===== config.mk =====
export PLATFORM = sky130hd
export DESIGN_NAME = gear_shift_ctrl_flat
export DESIGN_NICKNAME = d
export VERILOG_FILES = /design/src/rtl/gear_pkg.sv /design/src/rtl/gear_shift_ctrl_if.sv /design/src/rtl/sw_debounce.sv /design/src/rtl/gear_shift_ctrl.sv /design/src/flat_wrapper.sv
export SDC_FILE = /design/constraint.sdc
export NUM_CORES = 1
export LEC_CHECK = 0
export BUFFER_PORTS_ARGS = -buffer_cell sky130_fd_sc_hd__buf_2
export CORE_MARGIN = 2
export CORE_UTILIZATION = 58
export DETAILED_ROUTE_END_ITERATION = 8
export GPL_TIMING_DRIVEN = 0
export PLACE_DENSITY = 0.86
export SYNTH_ARGS = -nofsm -noshare
export SYNTH_HDL_FRONTEND = slang
export SYNTH_HIERARCHICAL = 1
export SYNTH_SLANG_ARGS = --single-unit

===== constraint.sdc =====
create_clock -name clk -period 3.5 [get_ports clk]
set_input_delay 0.525 -clock clk [delete_from_list [all_inputs] [get_ports clk]]
set_output_delay 0.525 -clock clk [all_outputs]
set_load 0.1 [all_outputs]

===== src/rtl/gear_pkg.sv =====
// Shared definitions for the gear selector: drive modes, selector/led bit positions,
// and helpers that map the selector vector onto modes and legal transitions.
package gear_pkg;

    typedef enum logic [1:0] {
        PARK  = 2'd0,
        REV   = 2'd1,
        NEUT  = 2'd2,
        DRIVE = 2'd3
    } mode_t;

    // Selector switch bit positions within sw[3:0] = {P,R,N,D}
    localparam int SW_P = 3;
    localparam int SW_R = 2;
    localparam int SW_N = 1;
    localparam int SW_D = 0;
    localparam logic [3:0] SW_RST = 4'b1000;

    // led indicator positions, offset from NUM_FWD (thermometer occupies the low bits)
    localparam int LED_P_OFS = 0;
    localparam int LED_N_OFS = 1;
    localparam int LED_R_OFS = 2;

    function automatic mode_t sw_to_mode(input logic [3:0] v);
        mode_t m;
        m = PARK;
        if (v[SW_R])      m = REV;
        else if (v[SW_N]) m = NEUT;
        else if (v[SW_D]) m = DRIVE;
        return m;
    endfunction

    // Only REV<->DRIVE is forbidden; everything through PARK/NEUT is legal.
    function automatic logic move_allowed(input mode_t cur, input mode_t req);
        return (cur == PARK) || (cur == NEUT) || (req == PARK) || (req == NEUT);
    endfunction

endpackage


===== src/rtl/gear_shift_ctrl_if.sv =====
// Selector/throttle inputs and led/gear/fault indications of the gear controller.
// master drives the switches and throttle, slave is the controller itself.
interface gear_shift_ctrl_if #(
    parameter int NUM_FWD = 4
);
    logic [3:0]         sw;
    logic               throttle;
    logic [NUM_FWD+2:0] led;
    logic [3:0]         gear;
    logic               fault;

    modport master (output sw, output throttle, input led, input gear, input fault);
    modport slave  (input sw, input throttle, output led, output gear, output fault);
endinterface


===== src/rtl/sw_debounce.sv =====
// One selector bit: 2-flop synchroniser then accept after DEB_CYCLES equal samples.
// Latency 2 + DEB_CYCLES cycles from a stable change; no backpressure.
module sw_debounce #(
    parameter int   DEB_CYCLES = 16,
    parameter logic RST_VAL    = 1'b0
) (
    input  logic clk,
    input  logic rst,
    input  logic raw,
    output logic stable
);
    localparam int CW = $clog2(DEB_CYCLES);

    logic          sync1;
    logic          sync2;
    logic [CW-1:0] cnt;

    always_ff @(posedge clk) begin
        if (rst) begin
            sync1  <= RST_VAL;
            sync2  <= RST_VAL;
            cnt    <= '0;
            stable <= RST_VAL;
        end else begin
            sync1 <= raw;
            sync2 <= sync1;
            // cnt holds how many consecutive samples already disagreed with stable
            if (sync2 == stable) begin
                cnt <= '0;
            end else if (cnt == CW'(DEB_CYCLES - 1)) begin
                stable <= sync2;
                cnt    <= '0;
            end else begin
                cnt <= cnt + 1'b1;
            end
        end
    end
endmodule


===== src/rtl/gear_shift_ctrl.sv =====
// PRNDL selector with interlocks and throttle-timed automatic shifting in DRIVE.
// Latency DEB_CYCLES+3 from stable sw to led; no backpressure, fault is a 1-cycle pulse.
module gear_shift_ctrl
    import gear_pkg::*;
#(
    parameter int NUM_FWD      = 4,
    parameter int DEB_CYCLES   = 16,
    parameter int SHIFT_CYCLES = 1024
) (
    input  logic              clk,
    input  logic              rst,
    gear_shift_ctrl_if.slave  bus
);
    localparam int LEDW = NUM_FWD + 3;
    localparam int SCW  = $clog2(SHIFT_CYCLES);

    logic [3:0]      db;
    logic [3:0]      db_prev;
    logic            thr_prev;
    mode_t           mode;
    mode_t           mode_nxt;
    mode_t           req_mode;
    logic [3:0]      gear_q;
    logic [3:0]      gear_nxt;
    logic [SCW-1:0]  cnt;
    logic [SCW-1:0]  cnt_nxt;
    logic [LEDW-1:0] led_q;
    logic [LEDW-1:0] led_nxt;
    logic            fault_q;
    logic            fault_nxt;
    logic            changed;

    for (genvar i = 0; i < 4; i++) begin : g_deb
        sw_debounce #(
            .DEB_CYCLES (DEB_CYCLES),
            .RST_VAL    (SW_RST[i])
        ) u_deb (
            .clk    (clk),
            .rst    (rst),
            .raw    (bus.sw[i]),
            .stable (db[i])
        );
    end

    always_ff @(posedge clk) begin
        if (rst) begin
            mode     <= PARK;
            gear_q   <= '0;
            cnt      <= '0;
            fault_q  <= 1'b0;
            led_q    <= LEDW'(1) << (NUM_FWD + LED_P_OFS);
            db_prev  <= SW_RST;
            thr_prev <= 1'b0;
        end else begin
            mode     <= mode_nxt;
            gear_q   <= gear_nxt;
            cnt      <= cnt_nxt;
            fault_q  <= fault_nxt;
            led_q    <= led_nxt;
            db_prev  <= db;
            thr_prev <= bus.throttle;
        end
    end

    always_comb begin
        mode_nxt  = mode;
        gear_nxt  = gear_q;
        cnt_nxt   = cnt;
        fault_nxt = 1'b0;
        led_nxt   = '0;
        req_mode  = sw_to_mode(db);
        // Rejections only pulse once: they are tied to the debounced vector changing
        changed   = (db != db_prev);

        if (!$onehot(db)) begin
            fault_nxt = changed;
        end else if (req_mode != mode) begin
            if (move_allowed(mode, req_mode)) mode_nxt = req_mode;
            else                              fault_nxt = changed;
        end

        if (mode_nxt != mode) begin
            cnt_nxt  = '0;
            gear_nxt = (mode_nxt == DRIVE) ? 4'd1 : 4'd0;
        end else if (mode == DRIVE) begin
            if (bus.throttle != thr_prev) begin
                cnt_nxt = '0;
            end else if (cnt == SCW'(SHIFT_CYCLES - 1)) begin
                cnt_nxt = '0;
                if (bus.throttle) begin
                    if (gear_q < 4'(NUM_FWD)) gear_nxt = gear_q + 4'd1;
                end else begin
                    if (gear_q > 4'd1) gear_nxt = gear_q - 4'd1;
                end
            end else begin
                cnt_nxt = cnt + 1'b1;
            end
        end else begin
            cnt_nxt  = '0;
            gear_nxt = '0;
        end

        case (mode_nxt)
            DRIVE: begin
                for (int k = 0; k < NUM_FWD; k++) led_nxt[k] = (4'(k) < gear_nxt);
            end
            REV:     led_nxt[NUM_FWD + LED_R_OFS] = 1'b1;
            NEUT:    led_nxt[NUM_FWD + LED_N_OFS] = 1'b1;
            default: led_nxt[NUM_FWD + LED_P_OFS] = 1'b1;
        endcase
    end

    assign bus.led   = led_q;
    assign bus.gear  = gear_q;
    assign bus.fault = fault_q;

endmodule


===== src/flat_wrapper.sv =====
// flat-port wrapper written by rule: the top's interface ports become plain ports
module gear_shift_ctrl_flat import gear_pkg::*;
#(
    parameter int NUM_FWD      = 4,
    parameter int DEB_CYCLES   = 16,
    parameter int SHIFT_CYCLES = 1024
)
  (clk, rst, bus_sw, bus_throttle, bus_led, bus_gear, bus_fault);
  gear_shift_ctrl_if #(.NUM_FWD(NUM_FWD)) bus_i ();
  input  logic clk;
  input  logic rst;
  input wire logic [$bits(bus_i.sw)-1:0] bus_sw;
  input wire logic [$bits(bus_i.throttle)-1:0] bus_throttle;
  output wire logic [$bits(bus_i.led)-1:0] bus_led;
  output wire logic [$bits(bus_i.gear)-1:0] bus_gear;
  output wire logic [$bits(bus_i.fault)-1:0] bus_fault;
  assign bus_i.sw = bus_sw;
  assign bus_i.throttle = bus_throttle;
  assign bus_led = bus_i.led;
  assign bus_gear = bus_i.gear;
  assign bus_fault = bus_i.fault;
  gear_shift_ctrl #(.NUM_FWD(NUM_FWD), .DEB_CYCLES(DEB_CYCLES), .SHIFT_CYCLES(SHIFT_CYCLES)) u_core (.clk(clk), .rst(rst), .bus(bus_i));
endmodule

==> results of run 1 <==
-- flip-flops by register name, indices dropped and copies added (netlist names) --
name	cells
u_core/g_deb.u_deb/stable	4
u_core/bus.gear	4
u_core/g_deb.u_deb/sync1	4
u_core/db_prev	4
u_core/g_deb.u_deb/cnt	16
u_core/bus.led	7
u_core/bus.fault	1
u_core/g_deb.u_deb/sync2	4
u_core/mode	2
u_core/thr_prev	1
u_core/cnt	10
-- cells in the final DEF, fill, tap and decap left out, types with 4 or more instances in the layout --
cell type / netlist / routed
sky130_fd_sc_hd__clkbuf_8: 0 / 11
sky130_fd_sc_hd__xor2_1: 15 / 15
sky130_fd_sc_hd__or2_2: 4 / 4
sky130_fd_sc_hd__or3_4: 4 / 4
sky130_fd_sc_hd__xnor2_1: 11 / 11
sky130_fd_sc_hd__nor2_1: 42 / 42
sky130_fd_sc_hd__and3_4: 5 / 5
sky130_fd_sc_hd__buf_2: 1 / 19
sky130_fd_sc_hd__nand3_1: 10 / 10
sky130_fd_sc_hd__ha_1: 12 / 12
sky130_fd_sc_hd__nand4_1: 4 / 4
sky130_fd_sc_hd__nand2_1: 7 / 7
sky130_fd_sc_hd__inv_1: 15 / 15
sky130_fd_sc_hd__dfxtp_1: 57 / 57
sky130_fd_sc_hd__a21oi_1: 4 / 4
sky130_fd_sc_hd__nor2b_1: 9 / 9
-- through the flow --
stage	utilization	power, W	worst slack, ns	cell area (um^2)
after global placement	0.6381	0.0006949	0.4966	2552
final	0.6816	0.001210	0.4383	2726
after detailed placement	0.6381	0.0006958	0.4450	2552
after global routing	0.6816	0.001256	0.1535	2726
after CTS	0.6816	0.001226	0.4257	2726
after floorplan	-	0.0006859	0.7663	2400
-- worst paths after layout --
| kind | slack (ns) | end | depth (start not counted) |
|---|---|---|---|
| worst max-delay path | 0.44 | u_core/cnt[3] | 12 |
| worst min-delay path | 0.38 | u_core/g_deb[3].u_deb/sync1 | 2 |
| worst max register to register | 0.44 | u_core/cnt[3] | 12 |
| worst min register to register | 0.42 | u_core/g_deb[3].u_deb/sync2 | 1 |
-- layer usage --
metal / GRT usage / up-vias / share of wire
met5: 0 / - / 0
met4: 0.1275 / 0 / 0.014
met3: 0.04934 / 4 / 0.036
met2: 0.2949 / 30 / 0.45
met1: 0.2204 / 768 / 0.50
li1: - / 883 / -
-- where the power goes --
part	total, W	leakage (nW)	switching [W]	internal (W)
combinational	0.0000228	0.557	0.0000119	0.0000109
sequential	0.000659	0.461	0.00000347	0.000655
clock	0.000528	0.0932	0.000236	0.000292
-- cells by family (layout without fill, tap and decap cells) --
kind of cell | count (synthesis) | after routing | synth area share
xor+xnor | 26 | 26 | 0.09489
compound gates | 23 | 23 | 0.06987
simple gates | 106 | 106 | 0.2492
flops | 57 | 57 | 0.4755
mux | 3 | 3 | 0.01251
buf+inv | 17 | 51 | 0.02711
fa+ha+maj | 13 | 13 | 0.07091
-- layout make-up --
class / instances / area share
plain buffers: 2 / 0.003212
clock buffers: 13 / 0.05828
clock inverters: 3 / 0.005507
inverters: 15 / 0.02065
multi-input cells: 171 / 0.4378
flip-flops and latches: 57 / 0.4185
well taps: 50 / 0.02295
repair buffers: 18 / 0.03304
==> summary.txt, run 1 <==
Run status
  – Outcome: finished clean

Clock tree
  – Quantity of gates resized following cts: 0
  – Number of levels in the clock H-tree: 3
  – Buffer levels on the longest clock path: 2
  – Cts bufs inserted: 9
  – Sink Count: 57
  – Clock transition time at the flip-flop clock pins of the worst setup and hold paths: 0.06 ns
  – Setup Fix Bufs, Post-CTS: 0
  – CTS tree: yes
  – Clock Root Buffer: sky130_fd_sc_hd__clkbuf_8
  – Skew-Pair Late Insertion Delay: 0.33 ns
  – Hold-fix buffers at CTS: 0

Setup path
  – Ordered list of cells on the worst path: inv_1 -> fa_1 -> inv_1 -> ha_1 -> ha_1 -> nor3b_2 -> nand2_1 -> nand4b_1 -> a21o_1 -> nand2b_1 -> buf_2 -> nor2_1
  – Worst-path fanout max: 9
  – WP buf/inv: 3
  – Cell with the largest stage delay on the worst path: sky130_fd_sc_hd__fa_1
  – Category of the most critical setup path: register to register
  – Worst endpoint data arrival time: 3.28 ns
  – Source of the worst register-to-register timing path: u_core/g_deb[0].u_deb/stable
  – Required @ worst endpoint: 3.72 ns
  – Critical path endpoint category: register
  – Crit path from: u_core/g_deb[0].u_deb/stable
  – Delay of the slowest critical-path stage: 0.54 ns
  – Kind of cell adding the most delay to the critical path: simple AND/OR/NAND/NOR gates
  – Element type at the critical path start: register

Power and ir drop
  – Power density over cell area: 443.8 mW/mm^2
  – Leakage power: 1.112 nW
  – Worst VDD drop: 0.0002926 V

Synth
  – Warnings from Yosys: 6
  – Leading cell types by count after synthesis: sky130_fd_sc_hd__dfxtp_1, sky130_fd_sc_hd__nor2_1, sky130_fd_sc_hd__inv_1, sky130_fd_sc_hd__xor2_1, sky130_fd_sc_hd__ha_1
  – Cell types with the largest area share after synthesis: sky130_fd_sc_hd__dfxtp_1, sky130_fd_sc_hd__nor2_1, sky130_fd_sc_hd__ha_1
  – Net count after synthesis: 265
  – Fraction of the yosys area taken by sequential cells: 0.4755
  – Number of enable-type register cells in the synthesized netlist: 0
  – Largest area contributor in the netlist: sky130_fd_sc_hd__dfxtp_1
  – Post-Syn Instances: 245
  – Unique masters post-synth: 46
  – Netlist area before placement: 0.002400 mm^2
  – Mean instance size in the synthesized netlist: 9.795 um^2
  – Number of synthesized register bits: 57
  – Most common cell in the netlist: sky130_fd_sc_hd__dfxtp_1
  – Share of flip-flops with an asynchronous set or reset after synthesis: 0
  – Post-synth top area share: 0.4755
  – Dominant register cell in the synthesized netlist: sky130_fd_sc_hd__dfxtp_1

Floorplan
  – Chip Width: 68.33 um
  – Number of standard-cell rows in the floorplan: 23
  – Die outline area: 0.004668 mm^2
  – Starting density of the core: 0.5999
  – Vertical die dimension: 68.33 um
  – Num ports: 19
  – Area of the core: 0.004000 mm^2

Timing
  – Setup TNS: 0 ns
  – Measured slew at the worst slew-check pin: 0.4924 ns
  – Final cycle utilization of the critical path: 0.8748
  – Max-slew headroom: 0.6687
  – Achievable frequency: 326.6 MHz
  – Number of slew-limit violations in the final report: 0
  – Final hold violation count: 0
  – Setup violations, final: 0
  – Tmin final: 3.062 ns
  – Hold WS: 0.3787 ns
  – RSZ-0062 raised after global routing: no
  – Worst Clk Skew: 0.006962 ns

Global route
  – Antenna violations before repair: 0
  – Vias in the first global route: 1515
  – Maximum number of pins on one net before global-route repair: 20
  – Wire length of the first global-routing pass: 6354 um
  – Global route overflow: 0
  – Global Route Usage Sum: 0.1867

Min path
  – Worst Min Path Start: bus_sw[3]
  – Class of the tightest hold or removal check: primary input to register

Placed design
  – Number of placed instances with taps included: 313
  – Port Buffers: 18
  – GPL Wtd Cong: 0.9101
  – DPL Wire Length: 2600 um

Layout
  – Area used by sequential logic in the layout: 0.001141 mm^2
  – P&R area growth vs syn: 13.61%
  – Multi-input gate area in the final layout: 0.001194 mm^2
  – Count of filler cells inserted in the layout: 312
  – Final antenna diode count: 0
  – Finished Layout Cells: 329
  – Nets@finish: 294
  – Share of final-layout standard cells stronger than drive strength 1: 0.1864

Drt
  – DRC violation count after routing: 0
  – DRT iter0 DRCs: 111
  – Final wirelength: 3831 um
  – Via count: 1685
  – Pre-antenna DRT Iters: 4
  – Routed WL per cell: 11.64 um
  – Final ANT Viol Nets: 0
  – Via density per instance: 5.122

Flow run
  – Max-Cap Viols: 0
Power figures use the tool's default switching activity.
==> run 2: changes to the inputs <==
BUFFER_PORTS_ARGS = -buffer_cell sky130_fd_sc_hd__clkbuf_2   (was -buffer_cell sky130_fd_sc_hd__buf_2)
CORE_UTILIZATION = 45   (was 58)
PLACE_DENSITY = 0.72   (was 0.86)
==> summary.txt, run 2 (synthesis gave the netlist of run 1 again) <==
Run status
  – Outcome: finished clean

Setup path
  – R2r setup slk: 0.41 ns
  – Worst-path fanout max: 9
  – Worst reg2reg path depth: 12
  – Worst endpoint data arrival time: 3.31 ns
  – Element type at the critical path start: register
  – RR Endpoint: u_core/cnt[4]
  – Worst Setup EP: u_core/cnt[4]
  – Category of the most critical setup path: register to register
  – Required @ worst endpoint: 3.72 ns
  – Crit path from: u_core/g_deb[0].u_deb/stable
  – Critical path endpoint category: register
  – Source of the worst register-to-register timing path: u_core/g_deb[0].u_deb/stable

Drt
  – Final ANT Viol Nets: 0
  – Pre-antenna DRT Iters: 4
  – DRT iter0 DRCs: 47
  – Final wirelength: 3704 um
  – Via count: 1685
  – Routed WL per cell: 10.61 um
  – DRC violation count after routing: 0
  – Via density per instance: 4.828

Timing
  – Setup TNS: 0 ns
  – RSZ-0062 raised after global routing: no
  – Worst Setup Slack, final: 0.4099 ns
  – Final cycle utilization of the critical path: 0.8829
  – Tmin final: 3.090 ns
  – Setup violations, final: 0
  – Achievable frequency: 323.6 MHz
  – Measured slew at the worst slew-check pin: 0.5414 ns
  – Final hold violation count: 0
  – Max-slew headroom: 0.6406
  – Worst Clk Skew: 0.006014 ns
  – Number of slew-limit violations in the final report: 0

Placed design
  – Instance area at placement: 0.002577 mm^2
  – Port Buffers: 18
  – GPL Wtd Cong: 0.7116
  – DPL Wire Length: 2538 um
  – Pre-CTS setup slack: 0.4261 ns

Floorplan
  – Die outline area: 0.005933 mm^2
  – Starting density of the core: 0.4669
  – Vertical die dimension: 77.03 um
  – Chip Width: 77.03 um
  – Area of the core: 0.005140 mm^2
  – Num ports: 19
  – Number of standard-cell rows in the floorplan: 26

Clock tree
  – Sink Count: 57
  – Hold-fix buffers at CTS: 0
  – Clock Root Buffer: sky130_fd_sc_hd__clkbuf_8
  – Buffer levels on the longest clock path: 2
  – Number of levels in the clock H-tree: 3
  – Skew-Pair Late Insertion Delay: 0.33 ns
  – CTS tree: yes
  – Clock transition time at the flip-flop clock pins of the worst setup and hold paths: 0.06 ns
  – Setup Fix Bufs, Post-CTS: 0
  – Quantity of gates resized following cts: 0
  – Cts bufs inserted: 9

Layout
  – Most used cells in the layout excluding fill and tap cells: sky130_fd_sc_hd__dfxtp_1, sky130_fd_sc_hd__nor2_1, sky130_fd_sc_hd__clkbuf_2
  – Share of final-layout standard cells stronger than drive strength 1: 0.1935
  – Final antenna diode count: 0
  – Count of filler cells inserted in the layout: 489
  – Multi-input gate area in the final layout: 0.001194 mm^2
  – Final Instance Area: 0.002773 mm^2
  – Number of flip-flops in the largest register: 16
  – Nets@finish: 294
  – Finished Core Util: 0.5394
  – Most frequent standard cell in the layout excluding fill and tap cells: sky130_fd_sc_hd__dfxtp_1
  – P&R area growth vs syn: 15.54%
  – Register with the most flip-flops: u_core/g_deb.u_deb/cnt
  – Area used by sequential logic in the layout: 0.001141 mm^2

Power and ir drop
  – Leakage power: 1.113 nW
  – Worst VDD drop: 0.0002229 V
  – Power density over cell area: 461.4 mW/mm^2

Global route
  – Maximum number of pins on one net before global-route repair: 20
  – Global route overflow: 0
  – Wire length of the first global-routing pass: 6527 um
  – Global Route Usage Sum: 0.1417
  – Vias in the first global route: 1536
  – Antenna violations before repair: 0

Min path
  – Class of the tightest hold or removal check: primary input to register

Flow run
  – Max-Cap Viols: 0
run 2: cell count changes in the layout (fill, tap and decap cells not counted):
cell                         change
sky130_fd_sc_hd__bufinv_16       +1
sky130_fd_sc_hd__clkinvlp_4      +1
sky130_fd_sc_hd__buf_2          -18
sky130_fd_sc_hd__clkbuf_2       +18
sky130_fd_sc_hd__clkinv_2        +1
sky130_fd_sc_hd__clkbuf_8        -1
sky130_fd_sc_hd__clkbuf_1        -2
run 2: cell type report:
cell class / instances / area share
tap: 70 / 0.03159
buffer: 2 / 0.003159
inverter: 15 / 0.02031
sequential: 57 / 0.4116
clock inverter: 6 / 0.02076
multi-input combinational: 171 / 0.4305
timing repair buffer: 18 / 0.03249
clock buffer: 10 / 0.04964
run 2: metrics by stage:
stage	instances	hold slack, ns	total power [W]
2_1_floorplan	245	0.3895	0.0006859
6_report	349	0.3683	0.001279
3_5_place_dp	333	0.3949	0.0006961
5_1_grt	349	0.3683	0.001326
3_3_place_gp	333	0.3956	0.0006953
4_1_cts	349	0.3581	0.001296
run 2: power by group:
part	switching (W)	internal, W
combinational	0.0000119	0.0000109
clock	0.000256	0.000342
sequential	0.00000341	0.000655
total	0.000271	0.00101
run 2: worst min-delay path by stage:
stage | from | end | slack (ns) | cells after the start
finish | bus_sw[3] | u_core/g_deb[3].u_deb/sync1 | 0.37 | 2
global route | bus_sw[3] | u_core/g_deb[3].u_deb/sync1 | 0.37 | 2
floorplan | u_core/g_deb[3].u_deb/sync1 | u_core/g_deb[3].u_deb/sync2 | 0.39 | 1
global placement | u_core/g_deb[3].u_deb/sync1 | u_core/g_deb[3].u_deb/sync2 | 0.40 | 1
CTS | bus_sw[3] | u_core/g_deb[3].u_deb/sync1 | 0.36 | 2
detailed placement | u_core/g_deb[3].u_deb/sync1 | u_core/g_deb[3].u_deb/sync2 | 0.39 | 1
run 2: critical path: stages (launching register included):
cell	delay (ns)
sky130_fd_sc_hd__dfxtp_1	0.42
sky130_fd_sc_hd__inv_1	0.12
sky130_fd_sc_hd__fa_1	0.55
sky130_fd_sc_hd__inv_1	0.04
sky130_fd_sc_hd__ha_1	0.17
sky130_fd_sc_hd__ha_1	0.28
sky130_fd_sc_hd__nor3b_2	0.38
sky130_fd_sc_hd__nand2_1	0.17
sky130_fd_sc_hd__nand4b_1	0.34
sky130_fd_sc_hd__a21o_1	0.14
sky130_fd_sc_hd__nand2b_1	0.09
sky130_fd_sc_hd__buf_2	0.19
sky130_fd_sc_hd__nor2_1	0.07
run 2: routing by layer:
metal	up-vias	track usage	share of wire
li1	891	-	-
met1	759	0.1690	0.50
met2	25	0.2167	0.44
met3	10	0.04235	0.033
met4	0	0.1018	0.030
met5	-	0	0
==> run 3: changes to the inputs <==
CTS_BUF_LIST = sky130_fd_sc_hd__clkbuf_16   (was unset)
==> summary.txt, run 3 (synthesis gave the netlist of run 1 again) <==
Run status
  – Outcome: finished clean

Setup path
  – Required @ worst endpoint: 3.70 ns
  – Cell with the largest stage delay on the worst path: sky130_fd_sc_hd__fa_1
  – Delay of the slowest critical-path stage: 0.55 ns
  – Worst Setup EP: u_core/cnt[4]
  – Worst reg2reg path depth: 12
  – Ordered list of cells on the worst path: inv_1 -> fa_1 -> inv_1 -> ha_1 -> ha_1 -> nor3b_2 -> nand2_1 -> nand4b_1 -> a21o_1 -> nand2b_1 -> buf_2 -> nor2_1
  – Element type at the critical path start: register
  – RR Endpoint: u_core/cnt[4]
  – Worst endpoint data arrival time: 3.30 ns
  – Category of the most critical setup path: register to register
  – Source of the worst register-to-register timing path: u_core/g_deb[0].u_deb/stable
  – Worst-path fanout max: 9
  – R2r setup slk: 0.41 ns
  – Crit path from: u_core/g_deb[0].u_deb/stable
  – Critical path endpoint category: register

Drt
  – Wire length on met2: 1744 um
  – Routed length on met1: 1834 um
  – Top layer used by detailed routing: met4
  – Met3 layer wire length in the routed design: 122 um
  – Pre-antenna DRT Iters: 4
  – Final wirelength: 3758 um
  – DRT iter0 DRCs: 69
  – Final ANT Viol Nets: 0
  – DRC violation count after routing: 0
  – Via count: 1684
  – Routed WL per cell: 10.77 um
  – Via density per instance: 4.825

Timing
  – Setup violations, final: 0
  – Achievable frequency: 323.3 MHz
  – Max-slew headroom: 0.6405
  – Measured slew at the worst slew-check pin: 0.5416 ns
  – Final cycle utilization of the critical path: 0.8837
  – Tmin final: 3.093 ns
  – RSZ-0062 raised after global routing: no
  – Number of slew-limit violations in the final report: 0
  – Setup TNS: 0 ns
  – Worst Clk Skew: 0.004711 ns
  – Final hold violation count: 0

Placed design
  – DPL Wire Length: 2538 um
  – GPL Wtd Cong: 0.7116
  – Number of placed instances with taps included: 333
  – Port Buffers: 18

Layout
  – Finished Core Util: 0.5572
  – Most used cells in the layout excluding fill and tap cells: sky130_fd_sc_hd__dfxtp_1, sky130_fd_sc_hd__nor2_1, sky130_fd_sc_hd__clkbuf_2
  – Register with the most flip-flops: u_core/g_deb.u_deb/cnt
  – Number of flip-flops in the largest register: 16
  – Most frequent standard cell in the layout excluding fill and tap cells: sky130_fd_sc_hd__dfxtp_1
  – Share of final-layout standard cells stronger than drive strength 1: 0.1900
  – P&R area growth vs syn: 19.34%
  – Finished Layout Cells: 349
  – Final antenna diode count: 0
  – Nets@finish: 294

Global route
  – Wire length of the first global-routing pass: 6762 um
  – Vias in the first global route: 1593
  – Global route overflow: 0
  – Maximum number of pins on one net before global-route repair: 20
  – Antenna violations before repair: 0
  – Global Route Usage Sum: 0.1456

Floorplan
  – Num ports: 19
  – Number of standard-cell rows in the floorplan: 26
  – Die outline area: 0.005933 mm^2
  – Area of the core: 0.005140 mm^2
  – Chip Width: 77.03 um
  – Starting density of the core: 0.4669
  – Vertical die dimension: 77.03 um

Clock tree
  – Buffer levels on the longest clock path: 2
  – Quantity of gates resized following cts: 0
  – Number of levels in the clock H-tree: 3
  – CTS tree: yes
  – Skew-Pair Late Insertion Delay: 0.32 ns
  – Sink Count: 57
  – Clock transition time at the flip-flop clock pins of the worst setup and hold paths: 0.05 ns
  – Clock Root Buffer: sky130_fd_sc_hd__clkbuf_16
  – Setup Fix Bufs, Post-CTS: 0
  – Hold-fix buffers at CTS: 0
  – Cts bufs inserted: 9

Flow run
  – Max-Cap Viols: 0

Power and ir drop
  – Overall power of the completed layout: 0.001499 W
  – Power density over cell area: 523.5 mW/mm^2
  – Leakage power: 1.153 nW
  – Worst VDD drop: 0.0002532 V

Min path
  – Class of the tightest hold or removal check: primary input to register
run 3: worst max-delay path: cells and delay by family (launching register included):
family	cells	cell delay, ns
buffers and inverters	3	0.35
AND/OR/NAND/NOR	5	1.07
flip-flops	1	0.42
AO/OA/AOI/OAI	1	0.14
adder cells (fa/ha/maj)	3	1.00
run 3: stage by stage:
stage | hold slack (ns) | instance area, um^2 | setup slack, ns
finish | 0.3902 | 2864 | 0.4070
global route | 0.3889 | 2864 | 0.1640
CTS | 0.3798 | 2864 | 0.4028
detailed placement | 0.3949 | 2577 | 0.4261
global placement | 0.3956 | 2577 | 0.4572
floorplan | 0.3895 | 2400 | 0.7663
run 3: area by class of cell:
| type | count | area (um^2) |
|---|---|---|
| timing repair buffer | 18 | 90.09 |
| inverter | 15 | 56.30 |
| clock buffer | 9 | 225.2 |
| fill | 486 | 2276 |
| multi-input combinational | 171 | 1194 |
| buffer | 2 | 8.758 |
| tap | 70 | 87.58 |
| clock inverter | 7 | 61.31 |
| sequential | 57 | 1141 |
run 3: per-layer routing:
layer  vias up  track usage
met5         -            0
met4         0      0.09107
met3         4      0.04588
met2        23       0.2316
met1       764       0.1701
li1        893            -
run 3: where the power goes:
part / switching [W] / leakage (nW) / internal (W)
logic: 0.0000119 / 0.550 / 0.0000109
clock network: 0.000275 / 0.142 / 0.000541
registers: 0.00000351 / 0.461 / 0.000657
total: 0.000291 / 1.15 / 0.00121
run 3: worst min-delay path by stage:
stage / start / end / depth (start not counted)
floorplan: u_core/g_deb[3].u_deb/sync1 / u_core/g_deb[3].u_deb/sync2 / 1
global placement: u_core/g_deb[3].u_deb/sync1 / u_core/g_deb[3].u_deb/sync2 / 1
detailed placement: u_core/g_deb[3].u_deb/sync1 / u_core/g_deb[3].u_deb/sync2 / 1
CTS: bus_sw[3] / u_core/g_deb[3].u_deb/sync1 / 2
global route: bus_sw[3] / u_core/g_deb[3].u_deb/sync1 / 2
finish: bus_sw[3] / u_core/g_deb[3].u_deb/sync1 / 2
